--- config.mk ---
export PLATFORM = sky130hd
export DESIGN_NAME = i2c_master_arbiter
export DESIGN_NICKNAME = d
export VERILOG_FILES = /design/src/rtl/i2c_arbiter_pkg.sv /design/src/rtl/i2c_rr_picker.sv /design/src/rtl/i2c_master_arbiter.sv
export SDC_FILE = /design/constraint.sdc
export NUM_CORES = 1
export LEC_CHECK = 0
export BUFFER_PORTS_ARGS = -buffer_cell sky130_fd_sc_hd__buf_2
export CAP_MARGIN = 15
export CORE_ASPECT_RATIO = 1.5
export CORE_MARGIN = 1.5
export CORE_UTILIZATION = 45
export CTS_BUF_LIST = sky130_fd_sc_hd__clkbuf_16
export DETAILED_ROUTE_END_ITERATION = 6
export GPL_ROUTABILITY_DRIVEN = 0
export PLACE_DENSITY = 0.86
export SETUP_SLACK_MARGIN = 0.5
export SLEW_MARGIN = 0
export SYNTH_ARGS = -nofsm -noshare
export SYNTH_HDL_FRONTEND = slang
export SYNTH_SLANG_ARGS = --single-unit
--- constraint.sdc ---
create_clock -name clock -period 1.65 [get_ports clock]
set_input_delay 0.0825 -clock clock [delete_from_list [all_inputs] [get_ports clock]]
set_output_delay 0.0825 -clock clock [all_outputs]
set_load 0.01 [all_outputs]
--- src/rtl/i2c_arbiter_pkg.sv ---
// Shared types and I2C field widths for the I2C master arbiter.
package i2c_arbiter_pkg;

    localparam int unsigned ADDRESS_WIDTH  = 7;
    localparam int unsigned REGISTER_WIDTH = 8;
    localparam int unsigned DATA_WIDTH     = 8;

    typedef enum logic {
        IDLE = 1'b0,
        BUSY = 1'b1
    } arb_state_t;

endpackage

--- src/rtl/i2c_rr_picker.sv ---
// Combinational winner selection: round-robin from last grant, or fixed
// priority when I2C_ARBITER_FIXED_PRIORITY_EN is defined.
module i2c_rr_picker #(
    parameter int unsigned REQUESTER_COUNT = 2,
    parameter int unsigned GRANT_WIDTH     = $clog2(REQUESTER_COUNT)
) (
    input  logic [REQUESTER_COUNT-1:0] requests,
    input  logic [GRANT_WIDTH-1:0]     last_grant,
    output logic [GRANT_WIDTH-1:0]     winner,
    output logic                       any_request
);

    typedef logic [GRANT_WIDTH-1:0] idx_t;

    assign any_request = |requests;

`ifdef I2C_ARBITER_FIXED_PRIORITY_EN
    logic unused_grant;
    assign unused_grant = ^last_grant;

    // Descending scan so the lowest set index is the last assignment.
    always_comb begin
        winner = '0;
        for (int i = REQUESTER_COUNT - 1; i >= 0; i--) begin
            if (requests[i]) winner = idx_t'(i);
        end
    end
`else
    int unsigned idx;

    // Scan offsets from farthest to nearest so grant+1 has the final word.
    always_comb begin
        winner = '0;
        idx    = 0;
        for (int k = REQUESTER_COUNT; k >= 1; k--) begin
            idx = (int'(last_grant) + k) % REQUESTER_COUNT;
            if (requests[idx]) winner = idx_t'(idx);
        end
    end
`endif

endmodule

--- src/rtl/i2c_master_arbiter.sv ---
// Shares one I2C master among REQUESTER_COUNT requesters; grant held per transaction.
// Arbitration mode set by I2C_ARBITER_FIXED_PRIORITY_EN (undefined = round-robin).
module i2c_master_arbiter
    import i2c_arbiter_pkg::*;
#(
    parameter int unsigned REQUESTER_COUNT = 2,
    parameter int unsigned GRANT_WIDTH     = $clog2(REQUESTER_COUNT)
) (
    input  logic                                   clock,
    input  logic                                   reset,
    input  logic [REQUESTER_COUNT-1:0]             req_ready,
    input  logic [ADDRESS_WIDTH*REQUESTER_COUNT-1:0]  req_address,
    input  logic [REQUESTER_COUNT-1:0]             req_rw,
    input  logic [REGISTER_WIDTH*REQUESTER_COUNT-1:0] req_register,
    input  logic [DATA_WIDTH*REQUESTER_COUNT-1:0]  req_data_write,
    output logic [REQUESTER_COUNT-1:0]             req_valid,
    output logic                                   req_ack,
    output logic [DATA_WIDTH-1:0]                  req_data_read,
    output logic                                   m_ready,
    output logic [ADDRESS_WIDTH-1:0]               m_address,
    output logic                                   m_rw,
    output logic [REGISTER_WIDTH-1:0]              m_register,
    output logic [DATA_WIDTH-1:0]                  m_data_write,
    input  logic                                   m_valid,
    input  logic                                   m_ack,
    input  logic [DATA_WIDTH-1:0]                  m_data_read,
    output logic                                   busy,
    output logic [GRANT_WIDTH-1:0]                 grant
);

    arb_state_t             state, state_next;
    logic [GRANT_WIDTH-1:0] winner;
    logic                   any_request;
    logic                   load;

    i2c_rr_picker #(
        .REQUESTER_COUNT(REQUESTER_COUNT),
        .GRANT_WIDTH    (GRANT_WIDTH)
    ) u_picker (
        .requests   (req_ready),
        .last_grant (grant),
        .winner     (winner),
        .any_request(any_request)
    );

    always_comb begin
        state_next = state;
        load       = 1'b0;
        unique case (state)
            IDLE: begin
                if (any_request) begin
                    load       = 1'b1;
                    state_next = BUSY;
                end
            end
            BUSY: begin
                if (m_valid) state_next = IDLE;
            end
            default: state_next = IDLE;
        endcase
    end

    always_ff @(posedge clock) begin
        if (reset) begin
            state        <= IDLE;
            grant        <= GRANT_WIDTH'(REQUESTER_COUNT - 1);
            m_address    <= '0;
            m_rw         <= 1'b0;
            m_register   <= '0;
            m_data_write <= '0;
        end else begin
            state <= state_next;
            if (load) begin
                grant        <= winner;
                m_address    <= req_address[ADDRESS_WIDTH*winner +: ADDRESS_WIDTH];
                m_rw         <= req_rw[winner];
                m_register   <= req_register[REGISTER_WIDTH*winner +: REGISTER_WIDTH];
                m_data_write <= req_data_write[DATA_WIDTH*winner +: DATA_WIDTH];
            end
        end
    end

    // Request and busy follow the registered state, so m_ready drops for the IDLE cycle.
    assign m_ready = (state == BUSY);
    assign busy    = (state == BUSY);

    always_comb begin
        req_valid = '0;
        if (m_valid && state == BUSY) req_valid[grant] = 1'b1;
    end

    assign req_ack       = m_ack;
    assign req_data_read = m_data_read;

endmodule

==> results by group <==
Run status
  • Run status: finished clean

Synth
  • Mapped Area: 0.001475 mm2
  • Sequential share of the synthesized area: between 30% and 40%
  • Synthesized flop and latch total: 26
  • Post-synthesis cell type count: 18
  • Yosys warnings: 0
  • Syn Area/Cell: 9.517 um2
  • Net Count, Synth: 217
  • Mapped Cells: 155

Cells and area
  • Multi-input logic area: roughly 750 um2
  • Commonest non-fill, non-tap cell in the layout: buf_2
  • Final instance area: roughly 0.0021 mm2
  • Non-filler cells, final: 272
  • FILL cells: 273
  • Net count, final: a little under 300
  • Most frequent cells in the layout: 82 x buf_2, 43 x nand2_1, 26 x nor2_1
  • Area grow syn2layout: 39.19%
  • Antenna cell count: 0
  • Share of cells above drive strength 1: about 57%
  • Storage element area: 528.0 um2
  • Layout Utilization: 65.64%

Timing
  • Final Setup Violations: 0
  • Worst slew pin tran: roughly 0.7 ns
  • Final period utilization: between 70% and 80%
  • Fin Setup TNS: 0 ns
  • Fmax achieved: 804.4 MHz
  • Slew Limit Fails: 0
  • Final hold slack: 0.08438 ns
  • Slew HR: ~52%
  • Final Hold Vio Count: 0
  • Clock skew: ~0.0030 ns
  • Fin crit period: 1.243 ns
  • Final WS setup: roughly 0.41 ns
  • RSZ-0062 raised after global routing: true

Global route
  • Global route total overflow: 0
  • GR Util All Layers: between 10% and 20%
  • Initial antenna violation count: 0
  • Largest net degree at the start of global routing: 27
  • First-pass GRT wire length: 5520 um
  • Vias in the first global route: 1332

Clocking
  • Clk pin slew, worst setup/hold paths: 0.07 ns
  • Clk root buf: clkbuf_16
  • Max Buffers Root-to-Sink: 2
  • Inserted Clock Buffers: 3
  • Clock sinks: 26
  • CTS tree: done
  • Worst skew pair latency: 0.26 ns
  • Hold buffers post-CTS: 0
  • H-tree level count: 1

Route
  • Remaining antenna violation count: 0
  • Residual DRC: 0
  • Drt total wl: 3854 um
  • Vias per inst: slightly above 5
  • M1 WL: 1487 um
  • DR top layer: met4
  • Vias: 1388
  • Drt initial violations: 31
  • WL/cell: 14.17 um
  • Met3 wire length: between 150 and 200 um
  • Met2 wire len: roughly 2100 um
  • Detailed Routing Iterations Pass 1: 4

Placed design
  • Post-Place Setup Slack: 0.3222 ns
  • Dpl hpwl: 2424 um
  • Total placed cells including tap cells: 258
  • IO Port Bufs: 81
  • Placed Area: ~0.0017 mm2

Critical path
  • Worst Path Arrival: 1.40 ns
  • CP top delay family: compound AO/OA/AOI/OAI gates
  • Critical path type: reg -> reg
  • Required time of the critical path: 1.80 ns
  • Worst Setup Start Kind: flop
  • Critical-path maximum fanout: 5
  • Slowest cell on the critical path: dfxtp_4
  • Cells along the critical path: a21boi_4 > buf_2 > nand2_1 > a311oi_1
  • CP max stage delay: 0.37 ns
  • CP endpoint kind: flop
  • Buf/Inv on CP: 1

Worst hold path
  • Worst hold path type: in -> reg

Power
  • Peak supply drop: 0.5301 mV
  • Leakage: 0.9712 nW
  • Total Power: 1.971 mW
  • Pwr/cell area: approximately 960 mW/mm2

Die
  • Top-level I/O count: 100
  • Die Footprint: between 0.003 and 0.004 mm2
  • Row count: 25
  • Starting Density: 47.16%
  • Core ar.: 0.003128 mm2
  • Die span in x: 49.75 um
  • Die Height: 73.12 um

Flow run
  • Max_cap viols: 0
==> per-layer routing <==
metal	GRT usage, %	up-vias
met5	0	-
met4	5.247	0
met3	3.689	8
met2	40.30	50
met1	18.58	646
li1	-	684
==> power by group <==
group	switching, mW	internal (mW)	total [mW]
Clock	0.224	0.483	0.706
Sequential	0.0352	0.692	0.727
Combinational	0.266	0.271	0.537
Total	0.525	1.45	1.97
==> worst paths after layout <==
kind | slack (ns) | cells after the start | end | from
setup / recovery | 0.41 | 4 | m_register[4] | grant
hold / removal | 0.08 | 3 | m_register[3] | req_register[3]
setup reg to reg | 0.41 | 4 | m_register[4] | grant
hold reg to reg | 0.51 | 2 | m_register[3] | m_register[3]
==> worst register-to-register path, delay by kind of cell (launching register included) <==
kind | cells | cell delay, ns
buffers and inverters | 1 | 0.19
AO/OA/AOI/OAI | 2 | 0.50
flip-flops | 1 | 0.37
AND/OR/NAND/NOR | 1 | 0.08
==> final cells by class <==
| type | instances | area share, % |
|---|---|---|
| clock buffer | 3 | 3.656 |
| tap | 40 | 2.438 |
| multi-input combinational | 108 | 36.44 |
| sequential | 26 | 25.72 |
| timing repair buffer | 94 | 30.29 |
| clock inverter | 1 | 1.463 |
==> registers in the layout (all words and copies together) (netlist names) <==
name,cells
busy,1
m_address,7
m_register,8
m_rw,1
m_data_write,8
grant,1
==> cell families after synthesis <==
family,share of synthesized area [%]
DFF,35.28
AOI/OAI and AO/OA,27.74
buffers and inverters,16.54
and+or+nand+nor,20.44
==> synthesized netlist by cell type (all sizes together) <==
| cell type | count | share of area [%] |
|---|---|---|
| buf | 15 | 10 |
| a211o | 1 | 0.59 |
| nor2 | 26 | 6.6 |
| nand2 | 49 | 12 |
| nand2b | 1 | 0.42 |
| o31ai | 1 | 0.51 |
| clkbuf | 7 | 6.5 |
| o21ba | 1 | 1.1 |
| a21bo | 1 | 1.1 |
| dfxtp | 26 | 35 |
| a311oi | 24 | 23 |
| a21boi | 1 | 1.3 |
| and3 | 1 | 0.42 |
| nor3b | 1 | 0.51 |
==> what timing repair did <==
item / CTS / global route
endpoints found under the setup margin: 24 / 24
gates cloned: 2 / 3
pin swaps: 2 / 21
setup buffers: 2 / 3
gates resized for setup: 10 / 11
Power figures use the tool's default switching activity.
